--- src/rtl/regfile_write_arbiter.sv ---
// regfile_write_arbiter
//   Shares the single register-file write port between NUM_REQ writeback
//   sources, keeps a scoreboard of destination registers that still have an
//   in-flight producer, and gives decode RAW busy flags and a WAW issue stall.
//
//   Handshake: requester i transfers on a rising edge where
//   req_valid[i] && req_ready[i]. A requester holds valid, rd and data
//   stable until granted. The register file never back-pressures, so a
//   grant is possible every cycle and req_ready is purely combinational.
//
//   Optional feature macro: ARB_ROUND_ROBIN_EN
//     defined   -> round-robin arbitration, search starts after the last
//                  granted index and wraps
//     undefined -> fixed priority, lowest index wins, no pointer state
module regfile_write_arbiter #(
   parameter int NUM_REQ = 3,
   parameter int XLEN    = 32,
   parameter int PTR_W   = 3
) (
   input  logic                    clk,
   input  logic                    reset,
   input  logic [NUM_REQ-1:0]      req_valid,
   output logic [NUM_REQ-1:0]      req_ready,
   input  logic [5*NUM_REQ-1:0]    req_rd,
   input  logic [XLEN*NUM_REQ-1:0] req_data,
   input  logic                    issue_valid,
   input  logic [4:0]              issue_rd,
   output logic                    issue_ready,
   input  logic [4:0]              rs1_addr,
   input  logic [4:0]              rs2_addr,
   output logic                    rs1_busy,
   output logic                    rs2_busy,
   output logic                    rf_write_enable,
   output logic [4:0]              rf_write_reg,
   output logic [XLEN-1:0]         rf_write_data
);

   // Reject parameter sets the pointer or the grant vector cannot represent.
   if ((NUM_REQ < 2) || (NUM_REQ > 8) || ((2 ** PTR_W) < NUM_REQ)) begin : g_param_check
      $error("regfile_write_arbiter: NUM_REQ must be 2..8 and fit in PTR_W bits");
   end

   logic            grant_found;
   logic [4:0]      sel_rd;
   logic [XLEN-1:0] sel_data;
   logic [31:1]     pending_q;
   logic [31:1]     pending_d;
   logic [31:0]     pending_vec;
   logic            do_write;
   logic            do_set;

`ifdef ARB_ROUND_ROBIN_EN
   logic [PTR_W-1:0] rr_ptr;
   logic [PTR_W-1:0] grant_idx;

   // Round-robin grant: first look above the pointer, then wrap to the bottom.
   always_comb begin
      req_ready   = '0;
      grant_found = 1'b0;
      grant_idx   = '0;
      sel_rd      = '0;
      sel_data    = '0;
      for (int i = 0; i < NUM_REQ; i++) begin
         if (!grant_found && req_valid[i] && (PTR_W'(i) > rr_ptr)) begin
            grant_found  = 1'b1;
            req_ready[i] = 1'b1;
            grant_idx    = PTR_W'(i);
            sel_rd       = req_rd[5*i +: 5];
            sel_data     = req_data[XLEN*i +: XLEN];
         end
      end
      for (int i = 0; i < NUM_REQ; i++) begin
         if (!grant_found && req_valid[i] && (PTR_W'(i) <= rr_ptr)) begin
            grant_found  = 1'b1;
            req_ready[i] = 1'b1;
            grant_idx    = PTR_W'(i);
            sel_rd       = req_rd[5*i +: 5];
            sel_data     = req_data[XLEN*i +: XLEN];
         end
      end
   end

   // Pointer remembers the last granted requester; it moves only on a transfer.
   always_ff @(posedge clk or posedge reset) begin
      if (reset) begin
         rr_ptr <= PTR_W'(NUM_REQ - 1);
      end else if (grant_found) begin
         rr_ptr <= grant_idx;
      end
   end
`else
   // Fixed-priority grant: lowest valid index wins.
   always_comb begin
      req_ready   = '0;
      grant_found = 1'b0;
      sel_rd      = '0;
      sel_data    = '0;
      for (int i = 0; i < NUM_REQ; i++) begin
         if (!grant_found && req_valid[i]) begin
            grant_found  = 1'b1;
            req_ready[i] = 1'b1;
            sel_rd       = req_rd[5*i +: 5];
            sel_data     = req_data[XLEN*i +: XLEN];
         end
      end
   end
`endif

   // A transfer to x0 is accepted but never reaches the register file.
   assign do_write = grant_found && (sel_rd != 5'd0);

   // Registered write port; reg/data hold their last written values when idle.
   always_ff @(posedge clk or posedge reset) begin
      if (reset) begin
         rf_write_enable <= 1'b0;
         rf_write_reg    <= '0;
         rf_write_data   <= '0;
      end else begin
         rf_write_enable <= do_write;
         if (do_write) begin
            rf_write_reg  <= sel_rd;
            rf_write_data <= sel_data;
         end
      end
   end

   // Scoreboard view with x0 hard-wired to "never pending".
   assign pending_vec = {pending_q, 1'b0};
   assign rs1_busy    = pending_vec[rs1_addr];
   assign rs2_busy    = pending_vec[rs2_addr];
   assign issue_ready = (issue_rd == 5'd0) || !pending_vec[issue_rd];
   assign do_set      = issue_valid && issue_ready && (issue_rd != 5'd0);

   // Next scoreboard: clear the retiring rd first so a same-edge issue wins.
   always_comb begin
      pending_d = pending_q;
      if (do_write) begin
         pending_d[sel_rd] = 1'b0;
      end
      if (do_set) begin
         pending_d[issue_rd] = 1'b1;
      end
   end

   // Scoreboard register.
   always_ff @(posedge clk or posedge reset) begin
      if (reset) begin
         pending_q <= '0;
      end else begin
         pending_q <= pending_d;
      end
   end

endmodule

--- config.mk ---
export PLATFORM = sky130hd
export DESIGN_NAME = regfile_write_arbiter
export DESIGN_NICKNAME = d
export VERILOG_FILES = /design/src/rtl/regfile_write_arbiter.sv
export SDC_FILE = /design/constraint.sdc
export NUM_CORES = 1
export LEC_CHECK = 0
export CORE_MARGIN = 5
export CORE_UTILIZATION = 35
export DETAILED_ROUTE_END_ITERATION = 8
export GPL_ROUTABILITY_DRIVEN = 0
export PLACE_DENSITY = 0.66
export SKIP_CTS_REPAIR_TIMING = 1
export SLEW_MARGIN = 40
export SYNTH_ARGS = -nofsm -noshare
export SYNTH_HDL_FRONTEND = slang
export SYNTH_SLANG_ARGS = --single-unit
--- constraint.sdc ---
create_clock -name clk -period 5.4 [get_ports clk]
set_input_delay 1.08 -clock clk [delete_from_list [all_inputs] [get_ports clk]]
set_output_delay 1.08 -clock clk [all_outputs]
set_load 0.01 [all_outputs]
==> flow_summary.ini <==
[run_status]
status = finished, final reports clean

[sta]
max_slew.worst_pin.slew_ps = 702.7
maxSlewViolCount = 0
rsz0062_at_grt = false
setup_ws_ps = 503.3
max_slew_margin = 0.5309
whs_ps = 481.9
setup-tns-final_ps = 0
clock.fmax_ghz = 0.2042
fin_skew_ps = 6.957
setup_viol = 0
hold_viol_final = 0
finalCritPeriodShare = 0.9068
finalCriticalPeriod_ps = 4897

[worst_setup_path]
cp-start-kind = input pin
cpPeakStageDelay_ps = 770
critical_path_class = in -> out
cpMostUsedCell = clkdlybuf4s50_1
worst-path-stages = 8
cp_max_fo = 9
r2r_start = pending_q[15]$_DFF_PP0_
r2r_end = pending_q[1]$_DFF_PP0_
regToRegSetupSlack_ps = 3580
critical_path_required_ps = 4320
cpMaxStageDelayCell = clkdlybuf4s50_1
crit_start = issue_rd[0]
reg2reg_depth = 5
worstPathCellList = clkdlybuf4s50_1 -> buf_4 -> mux2i_1 -> nor3_1 -> a211o_1 -> a221o_1 -> nor3b_1 -> clkdlybuf4s50_1
cpLargestDelayFamily = buffers and inverters
cp.arrival_ps = 3820
worstSetupEndpointType = output pin
crit_buf_inv = 3

[floorplanning]
io_pins = 176
dieWidth_um = 124.3
rows = 41
fp.coreArea_um2 = 12720
start_util = 0.3593
fp.dieH_um = 124.3
die_area_um2 = 15440

[finish]
syn2layout_area_growth_pct = 46.13
multi_input_area_um2 = 2640
finalInstanceArea_um2 = 6679
regArea_um2 = 1727
antenna_cells = 0
instances_no_fill = 838
fillers = 1184
drive_above_1_share = 0.1321
largest_reg_flops = 32
utilization = 0.5250
nets = 793

[logic_synthesis]
seq_area_frac_synth = 0.3778
syn-cell-area_um2 = 4571
async_reset_ff_frac = 1.000
ys_types = 40
synthCells = 506
ys_ff_latch = 69
postSynthAreaPerCell_um2 = 9.033
syn_nets = 638
synth_top_area_cell = dfrtp_1
synth_edf_count = 0
netlist.area_leader.share = 0.3778
synth_area_leaders = dfrtp_1 38%, o21ai_0 11%, mux2_4 9.5%
ys_warn_count = 0
synth_flop_cell = dfrtp_1

[route]
maxUsedRoutingLayer = met4
drc = 0
wire_per_inst_um = 17.90
met1_length_um = 6022
firstDrtPassIters = 5
viasPerCell = 5.321
wl_met3_um = 1463
antenna_left = 0
finalWirelength_um = 15000
drtIter0Drc = 177
num_vias = 4459
route.met2.wl_um = 7185

[worst_hold_path]
hold_path_class = reg -> reg
hold_path_end = rf_write_reg[3]$_DFFE_PP0N_
hold_depth = 1
min-delay-start = rf_write_reg[3]$_DFFE_PP0N_

[placed_design]
post_dp_cell_area_um2 = 6401
hpwl_um = 11600
placedCellCount = 822
io_buffers = 175
preCtsSetupSlack_ps = 528.0

[run]
drv_cap = 0

[global_routing]
grt_pass1_wl_um = 24760
antenna_found_initial = 0
grt_use_total = 0.1942
grt_overflow = 0
first_global_vias = 4765
grt_max_degree = 72

[power]
fin_total_pwr_mw = 1.767
leakagePower_nw = 2.785
peakVddDrop_mv = 0.1297
p_per_area_nw_per_um2 = 264.5

[clock_network]
clock-sinks = 69
clk_latency_ps = 330
clkTransAtPathRegs_ps = 60
cts.path.max_buffers = 2
cts_tree = built
cts_made_buffers = 9
h-tree-depth = 3
root_buffer = clkbuf_16
[worst max path at each step]
| stage | end | slack, ps |
|---|---|---|
| 2_1_floorplan | issue_ready | 1460 |
| 3_3_place_gp | issue_ready | 560 |
| 3_5_place_dp | issue_ready | 530 |
| 4_1_cts | issue_ready | 520 |
| 5_1_grt | issue_ready | 290 |
| 6_report | issue_ready | 500 |
[cell families (layout without fill, tap and decap cells)]
group                  count (synthesis)  count (layout)  share of synthesized area
flip-flops                            69              69                     0.3778
AO/OA/AOI/OAI                        166             166                     0.1977
AND/OR/NAND/NOR                      161             161                     0.1651
buffers and inverters                 46             206                    0.04462
multiplexers                          64              64                     0.2149
[synthesized netlist by cell type (2+ instances only)]
library cell	n
nor2b_1	6
clkbuf_1	22
buf_6	3
or3b_2	2
nand2_1	71
nor3_1	5
a21oi_1	41
nand2b_1	4
buf_4	2
mux2_2	7
inv_1	9
o22ai_1	3
a31oi_1	4
nand3_1	11
nand3b_1	9
mux2_4	29
a221oi_1	2
or3_1	5
a21o_1	5
buf_1	8
or2_2	5
nor3b_1	2
mux2i_1	13
mux4_2	15
nor2_1	37
a21oi_2	2
o21ai_0	99
a22o_1	2
dfrtp_1	69
a211oi_1	4
[layer usage]
| metal | GRT usage | vias up |
|---|---|---|
| li1 | - | 2123 |
| met1 | 0.2339 | 2082 |
| met2 | 0.3168 | 220 |
| met3 | 0.07890 | 34 |
| met4 | 0.06190 | 0 |
| met5 | 0 | - |
[power breakdown]
group	total [mW]	internal (mW)	switching [mW]	leakage (nW)
clock	0.539	0.311	0.228	0.124
sequential	0.706	0.606	0.100	0.857
combinational	0.522	0.305	0.216	1.80
[placed cells by master, fill, tap and decap left out, types with 3 or more instances in the layout]
cell and count:
nor2_1 37, buf_4 5, nor3_1 5, o21ai_0 99
clkdlybuf4s50_1 173, mux2_4 29, a21o_1 5, or3_1 5
a211oi_1 4, mux4_2 15, a21oi_1 41, nand2_1 71
clkbuf_16 9, or2_2 5, clkinvlp_4 4, a31oi_1 4
dfrtp_1 69, inv_1 8, nor2b_1 6, o22ai_1 3
nand2b_1 4, nand3b_1 9, mux2_2 7, mux2i_1 13
nand3_1 11
[layout make-up]
class,count,share of cell area
clock buffer,9,0.03372
sequential,69,0.2585
clock inverter,7,0.007868
timing repair buffer,180,0.2664
inverter,10,0.005995
tap,172,0.03222
multi-input combinational,391,0.3953
Power figures use the tool's default switching activity.
